--- src/rtl/difftest_commit_queue.sv ---
// difftest_commit_queue
//   Retire-side commit tracker. Up to COMMIT_W retired instructions per cycle
//   are pushed into a DEPTH-entry FIFO and drained in order onto COMMIT_W
//   registered commit lanes. Also keeps cycle/instruction counters, detects
//   the 0x6b trap instruction (freezing intake afterwards) and runs an idle
//   watchdog.
//
// Ports
//   clk, rst                        clock, async active-low reset
//   in_valid/pc/inst/wen/wdest/wdata retire group, lane 0 oldest
//   in_a0                           a0[7:0] seen by a retiring trap
//   in_ready                        whole group may be accepted (combinational)
//   drain_en                        pop permission
//   out_valid/pc/inst/wen/wdest/wdata registered commit lanes
//   trap_valid/trap_code/trap_pc    trap commit status (sticky)
//   cycle_cnt, instr_cnt            64-bit counters, frozen after trap commit
//   timeout, seq_err                sticky watchdog / lane-pattern flags
module difftest_commit_queue #(
    parameter int COMMIT_W = 2,
    parameter int DEPTH    = 8,
    parameter int TIMEOUT  = 5000
) (
    input  logic                    clk,
    input  logic                    rst,
    input  logic [COMMIT_W-1:0]     in_valid,
    input  logic [64*COMMIT_W-1:0]  in_pc,
    input  logic [32*COMMIT_W-1:0]  in_inst,
    input  logic [COMMIT_W-1:0]     in_wen,
    input  logic [5*COMMIT_W-1:0]   in_wdest,
    input  logic [64*COMMIT_W-1:0]  in_wdata,
    input  logic [7:0]              in_a0,
    output logic                    in_ready,
    input  logic                    drain_en,
    output logic [COMMIT_W-1:0]     out_valid,
    output logic [64*COMMIT_W-1:0]  out_pc,
    output logic [32*COMMIT_W-1:0]  out_inst,
    output logic [COMMIT_W-1:0]     out_wen,
    output logic [8*COMMIT_W-1:0]   out_wdest,
    output logic [64*COMMIT_W-1:0]  out_wdata,
    output logic                    trap_valid,
    output logic [7:0]              trap_code,
    output logic [63:0]             trap_pc,
    output logic [63:0]             cycle_cnt,
    output logic [63:0]             instr_cnt,
    output logic                    timeout,
    output logic                    seq_err
);

    localparam int AW = $clog2(DEPTH);
    localparam int PW = AW + 1;
    localparam int CW = $clog2(COMMIT_W + 1);
    localparam logic [PW-1:0] READY_MAX  = PW'(DEPTH - COMMIT_W);
    localparam logic [CW-1:0] LANES      = CW'(COMMIT_W);
    localparam logic [31:0]   IDLE_LIMIT = (TIMEOUT == 0) ? 32'd0 : 32'(TIMEOUT - 1);

    logic [63:0] r_mem_pc    [DEPTH];
    logic [31:0] r_mem_inst  [DEPTH];
    logic        r_mem_wen   [DEPTH];
    logic [4:0]  r_mem_wdest [DEPTH];
    logic [63:0] r_mem_wdata [DEPTH];
    logic        r_mem_trap  [DEPTH];

    logic [PW-1:0]           r_wr, r_rd;
    logic                    r_frozen;
    logic [31:0]             r_idle_cnt;
    logic [COMMIT_W-1:0]     r_out_valid;
    logic [64*COMMIT_W-1:0]  r_out_pc;
    logic [32*COMMIT_W-1:0]  r_out_inst;
    logic [COMMIT_W-1:0]     r_out_wen;
    logic [8*COMMIT_W-1:0]   r_out_wdest;
    logic [64*COMMIT_W-1:0]  r_out_wdata;
    logic                    r_trap_valid;
    logic [7:0]              r_trap_code;
    logic [63:0]             r_trap_pc;
    logic [63:0]             r_cycle_cnt, r_instr_cnt;
    logic                    r_timeout, r_seq_err;

    logic [PW-1:0] w_count;
    logic          w_ready, w_accept, w_stop, w_gap, w_trap_hit, w_trap_take;
    logic [CW-1:0] w_run, w_trap_lane, w_n_push, w_n_pop;

    assign w_count  = r_wr - r_rd;
    assign w_ready  = (w_count <= READY_MAX) && !r_frozen;
    assign w_accept = w_ready && (|in_valid);
    assign w_n_pop  = !drain_en ? '0 :
                      (w_count >= PW'(COMMIT_W)) ? LANES : w_count[CW-1:0];

    // Contiguous valid run from lane 0, any valid lane beyond a hole, and the
    // lowest trap inside the run. A trap truncates the run just above itself.
    always_comb begin
        w_run       = '0;
        w_stop      = 1'b0;
        w_gap       = 1'b0;
        w_trap_hit  = 1'b0;
        w_trap_lane = '0;
        for (int i = 0; i < COMMIT_W; i++) begin
            if (!in_valid[i]) begin
                w_stop = 1'b1;
            end else if (w_stop) begin
                w_gap = 1'b1;
            end else begin
                w_run = CW'(i + 1);
                if (!w_trap_hit && in_inst[32*i +: 7] == 7'h6b) begin
                    w_trap_hit  = 1'b1;
                    w_trap_lane = CW'(i);
                end
            end
        end
    end

    assign w_trap_take = w_accept && w_trap_hit;
    assign w_n_push    = !w_accept ? '0 :
                         w_trap_hit ? (w_trap_lane + 1'b1) : w_run;

    // FIFO storage carries no reset; validity is defined by the pointers.
    always_ff @(posedge clk) begin
        for (int i = 0; i < COMMIT_W; i++) begin
            if (i < int'(w_n_push)) begin
                r_mem_pc   [r_wr[AW-1:0] + AW'(i)] <= in_pc[64*i +: 64];
                r_mem_inst [r_wr[AW-1:0] + AW'(i)] <= in_inst[32*i +: 32];
                r_mem_wen  [r_wr[AW-1:0] + AW'(i)] <= in_wen[i];
                r_mem_wdest[r_wr[AW-1:0] + AW'(i)] <= in_wdest[5*i +: 5];
                r_mem_wdata[r_wr[AW-1:0] + AW'(i)] <= in_wdata[64*i +: 64];
                r_mem_trap [r_wr[AW-1:0] + AW'(i)] <= w_trap_hit && (CW'(i) == w_trap_lane);
            end
        end
    end

    always_ff @(posedge clk or negedge rst) begin
        if (!rst) begin
            r_wr         <= '0;
            r_rd         <= '0;
            r_frozen     <= 1'b0;
            r_idle_cnt   <= '0;
            r_out_valid  <= '0;
            r_out_pc     <= '0;
            r_out_inst   <= '0;
            r_out_wen    <= '0;
            r_out_wdest  <= '0;
            r_out_wdata  <= '0;
            r_trap_valid <= 1'b0;
            r_trap_code  <= '0;
            r_trap_pc    <= '0;
            r_cycle_cnt  <= '0;
            r_instr_cnt  <= '0;
            r_timeout    <= 1'b0;
            r_seq_err    <= 1'b0;
        end else begin
            r_wr <= r_wr + PW'(w_n_push);
            r_rd <= r_rd + PW'(w_n_pop);
            if (w_trap_take) begin
                r_frozen    <= 1'b1;
                r_trap_code <= in_a0;
            end
            if (w_accept && w_gap) begin
                r_seq_err <= 1'b1;
            end
            for (int i = 0; i < COMMIT_W; i++) begin
                if (i < int'(w_n_pop)) begin
                    r_out_valid[i]          <= 1'b1;
                    r_out_pc[64*i +: 64]    <= r_mem_pc   [r_rd[AW-1:0] + AW'(i)];
                    r_out_inst[32*i +: 32]  <= r_mem_inst [r_rd[AW-1:0] + AW'(i)];
                    r_out_wen[i]            <= r_mem_wen  [r_rd[AW-1:0] + AW'(i)];
                    r_out_wdest[8*i +: 8]   <= {3'b0, r_mem_wdest[r_rd[AW-1:0] + AW'(i)]};
                    r_out_wdata[64*i +: 64] <= r_mem_wdata[r_rd[AW-1:0] + AW'(i)];
                    if (r_mem_trap[r_rd[AW-1:0] + AW'(i)]) begin
                        r_trap_valid <= 1'b1;
                        r_trap_pc    <= r_mem_pc[r_rd[AW-1:0] + AW'(i)];
                    end
                end else begin
                    r_out_valid[i] <= 1'b0;
                end
            end
            // Counters still advance on the trap-commit edge itself.
            if (!r_trap_valid) begin
                r_cycle_cnt <= r_cycle_cnt + 64'd1;
                r_instr_cnt <= r_instr_cnt + 64'(w_n_pop);
            end
            if (w_n_pop != '0) begin
                r_idle_cnt <= '0;
            end else if (r_idle_cnt != '1) begin
                r_idle_cnt <= r_idle_cnt + 32'd1;
            end
            if (TIMEOUT != 0 && !r_trap_valid && w_n_pop == '0 && r_idle_cnt >= IDLE_LIMIT) begin
                r_timeout <= 1'b1;
            end
        end
    end

    assign in_ready   = w_ready;
    assign out_valid  = r_out_valid;
    assign out_pc     = r_out_pc;
    assign out_inst   = r_out_inst;
    assign out_wen    = r_out_wen;
    assign out_wdest  = r_out_wdest;
    assign out_wdata  = r_out_wdata;
    assign trap_valid = r_trap_valid;
    assign trap_code  = r_trap_code;
    assign trap_pc    = r_trap_pc;
    assign cycle_cnt  = r_cycle_cnt;
    assign instr_cnt  = r_instr_cnt;
    assign timeout    = r_timeout;
    assign seq_err    = r_seq_err;

endmodule

--- config.mk ---
export PLATFORM = sky130hd
export DESIGN_NAME = difftest_commit_queue
export DESIGN_NICKNAME = d
export VERILOG_FILES = /design/src/rtl/difftest_commit_queue.sv
export SDC_FILE = /design/constraint.sdc
export NUM_CORES = 2
export LEC_CHECK = 0
export BUFFER_PORTS_ARGS = -buffer_cell sky130_fd_sc_hd__buf_4
export CAP_MARGIN = 20
export CELL_PAD_IN_SITES_DETAIL_PLACEMENT = 1
export CELL_PAD_IN_SITES_GLOBAL_PLACEMENT = 2
export CORE_ASPECT_RATIO = 1.5
export CORE_UTILIZATION = 40
export CTS_CLUSTER_SIZE = 14
export DETAILED_ROUTE_END_ITERATION = 8
export PLACE_DENSITY_LB_ADDON = 0.1
export SETUP_SLACK_MARGIN = 0.1
export SLEW_MARGIN = 10
export SYNTH_ARGS = -nofsm -noshare
export SYNTH_HDL_FRONTEND = slang
export SYNTH_SLANG_ARGS = --single-unit
--- constraint.sdc ---
create_clock -name clk -period 33.4 [get_ports clk]
set_clock_uncertainty 0.05 [all_clocks]
set_input_delay 3.34 -clock clk [delete_from_list [all_inputs] [get_ports clk]]
set_output_delay 3.34 -clock clk [all_outputs]
set_load 0.05 [all_outputs]
==> out/metrics.yaml <==
yosys:
  muxShareOfSynthArea_pct: 33.64
  synth_edf_count: 1336
  synth.distinct_cells: 64
  async_flop_share_pct: 30.20
  syn_avg_cell_area_um2: 15.51
  syn_area_um2: 100900
  yosys.area_share.xor_xnor_pct: 1.233
  synth_compound_area_share_pct: 2.938
  yosysSeqAreaShare_pct: 54.12
  synthFlopType: "edfxtp_1"
  ys_ff_latch: 1914
  yosys.area_share.simple_pct: 5.168
  synth_top_family_by_area: "multiplexers"
  synth_adder_area_share_pct: 0.2407
  netlist_instances: 6504
  yosysWarnings: 0
flow_run:
  drv_cap: 0
timing:
  fin_ws_ps: 24800
  setup_viol: 0
  slew_violations: 0
  rsz0062_at_grt: "false"
  hold_violations: 0
  fin_setup_tns_ps: 0
  max-slew-margin-rel_pct: 21.00
  finalCritPeriodShare_pct: 25.76
  min_period_ps: 8604
  timing.fmax_mhz: 116.2
  worst_pin_slew_ps: 1173
setup_path:
  cp.required_ps: 30010
  worstPathMaxFanout: 35
  slowest_delay_ps: 920
  cp_slowest_cell: "o21ai_0"
  endpoint_kind: "primary output"
  path_class: "reg -> out"
  path_cells: "clkinv_2 -> ha_1 -> and3b_1 -> o21ai_0 -> and3_1 -> buf_4"
  start_kind: "register"
  worstPathArrival_ps: 5210
clock_network:
  cts_buffers: 209
  clkLatencyLatePin_ps: 880
  cts_tree: "done"
  clockBufferDepth: 4
  cts-resized-gates: 0
  cts_hold_buf: 0
  path_clk_slew_ps: 60
  clockRootBuffer: "clkbuf_16"
  cts_max_level: 4
  clock_sinks: 1914
  post_cts_buffers: 0
global_route:
  grt_pass1_wl_um: 497400
  grt.overflow.total: 0
  grt_pass1_vias: 68550
  grt_util_all_layers_pct: 26.87
  antenna_found_initial: 76
  grt_max_degree: 133
routing:
  vias_per_cell: 5.937
  drt-initial-drc-count: 4615
  dr.pass1.iters: 5
  via_count: 63630
  drtAntennaViolNets: 0
  remaining_drc_errors: 0
  detail_route.wl_per_cell_um: 32.29
  wirelength_um: 346100
cells_and_area:
  n_fill_cell: 24560
  fin_util_pct: 46.77
  fin_nets: 7596
  layout-drive-gt1-share_pct: 47.22
  fin_cells: 10720
  areaGrowthSynthToFinish_pct: 16.20
run_status:
  outcome: "complete, no violations"
die:
  die_area_um2: 254200
  core_um2: 250600
  fp.dieW_um: 412.0
  initial_core_util_pct: 40.25
  io_pins: 889
  die_y_um: 617.0
  row_count: 225
placement:
  dp.cells: 10310
  numPortBuffers: 882
  detailed_place_hpwl_um: 206900
  pre_cts_slack_ps: 25230
  gp_congestion: 0.7987
pwr:
  finalPower_w: 0.01208
  power_density_nw_per_um2: 103.0
  leakagePower_nw: 44.14
  vdd.ir_drop.worst_mv: 0.1854
min_path:
  worstHoldPathType: "reg -> reg"
-- layout by cell type, fill, tap and decap left out, types with 74 or more instances in the layout --
master	instances
mux2_4	352
nor2_1	330
mux4_2	667
buf_4	983
dfrtp_1	575
a31oi_1	172
o31ai_1	76
clkbuf_16	216
nand2_1	521
nor3_1	104
edfxtp_1	1336
mux2_2	1115
mux2i_1	106
a21oi_1	192
xnor2_1	74
-- path summary, 6_finish.rpt --
check	cells after the start	endpoint	slack [ps]	start
min in group asynchronous	1	cycle_cnt[29]	2520	rst
worst min-delay path	1	cycle_cnt[63]	430	cycle_cnt[63]
worst max-delay path	6	in_ready	24800	r_rd[2]
worst min register to register	1	cycle_cnt[63]	430	cycle_cnt[63]
max in group asynchronous	4	out_pc[78]	27700	rst
worst max register to register	9	r_mem_wdata[6][18]	25880	r_rd[2]
-- worst max-delay path: cells and delay by family, from the launching register on --
family          cells  cell delay (ps)
flops               1              840
buf+inv             2             1020
fa+ha+maj           1              630
simple gates        2              900
compound gates      1              920
-- per-stage QoR --
step,hold WS (ps),cell area (um^2)
finish,425.3,117200
global placement,411.8,110400
floorplan,412.1,100900
detailed placement,420.5,110400
global route,450.6,117200
CTS,432.5,117100
-- synth_stat cells, types with 11 or more instances --
| master | n | area, um^2 |
|---|---|---|
| nand2_1 | 521 | 1956 |
| and3_1 | 17 | 106.4 |
| nand4_1 | 44 | 275.3 |
| nor3_1 | 104 | 520.5 |
| buf_1 | 45 | 168.9 |
| nor2_1 | 330 | 1239 |
| o21ai_0 | 20 | 100.1 |
| inv_1 | 32 | 120.1 |
| o31ai_1 | 80 | 600.6 |
| buf_6 | 30 | 337.8 |
| mux4_2 | 667 | 15020 |
| nand3_1 | 67 | 335.3 |
| clkbuf_1 | 174 | 653.1 |
| or4_1 | 11 | 82.58 |
| a31oi_1 | 173 | 1082 |
| buf_4 | 45 | 337.8 |
| xor2_1 | 68 | 595.6 |
| ha_1 | 13 | 162.7 |
| buf_2 | 180 | 900.9 |
| xnor2_1 | 74 | 648.1 |
| mux2_2 | 1115 | 12560 |
| nor4_1 | 21 | 131.4 |
| and4_1 | 14 | 122.6 |
| a21oi_1 | 192 | 960.9 |
| mux2_4 | 352 | 5285 |
| edfxtp_1 | 1336 | 40120 |
| mux2i_1 | 106 | 1061 |
| dfrtp_1 | 578 | 14460 |
| or3_1 | 13 | 81.33 |
-- metal layers --
layer / track usage [%] / up-vias / wire [um] / share of wire, %
met5: 0 / - / 622 / 0.18
met4: 6.313 / 94 / 7688 / 2.2
met3: 6.716 / 512 / 25300 / 7.3
met2: 44.86 / 1817 / 168300 / 49
met1: 34.95 / 34200 / 144200 / 42
li1: - / 27010 / - / -
-- sequential cells by signal, indices dropped and copies added, names as in the netlist --
name         cells
out_wdata      128
cycle_cnt       64
out_wdest       10
timeout          1
r_mem_wen        8
instr_cnt       64
out_wen          2
r_mem_wdata    512
out_pc         128
r_frozen         1
seq_err          1
r_idle_cnt      32
r_rd             4
out_valid        2
trap_valid       1
out_inst        64
r_mem_wdest     40
trap_pc         64
r_mem_trap       8
r_mem_inst     256
r_wr             4
r_mem_pc       512
trap_code        8
-- layout make-up --
cell class	count	area, um^2	area share [%]
sequential	1914	54590	46.59
multi-input combinational	4076	43840	37.41
timing repair buffer	998	7675	6.549
clock buffer	312	6146	5.244
tap	3291	4118	3.514
clock inverter	67	608.1	0.5189
inverter	35	145.1	0.1238
antenna	25	62.56	0.05338
-- logic make-up (layout without fill, tap and decap cells) --
kind of cell,after synthesis,after routing
compound gates,488,488
xor+xnor,142,142
fa+ha+maj,17,17
buf+inv,519,1412
flops,1914,1914
mux,2240,2240
other cells,1,31
simple gates,1183,1183
-- where the power goes --
part	leakage, nW	internal [W]	switching (W)
Combinational	21.8	0.00232	0.00373
Clock	3.34	0.00134	0.00101
Sequential	19.0	0.00327	0.000406
Total	44.1	0.00693	0.00514
(Power assumes the default switching activity.)
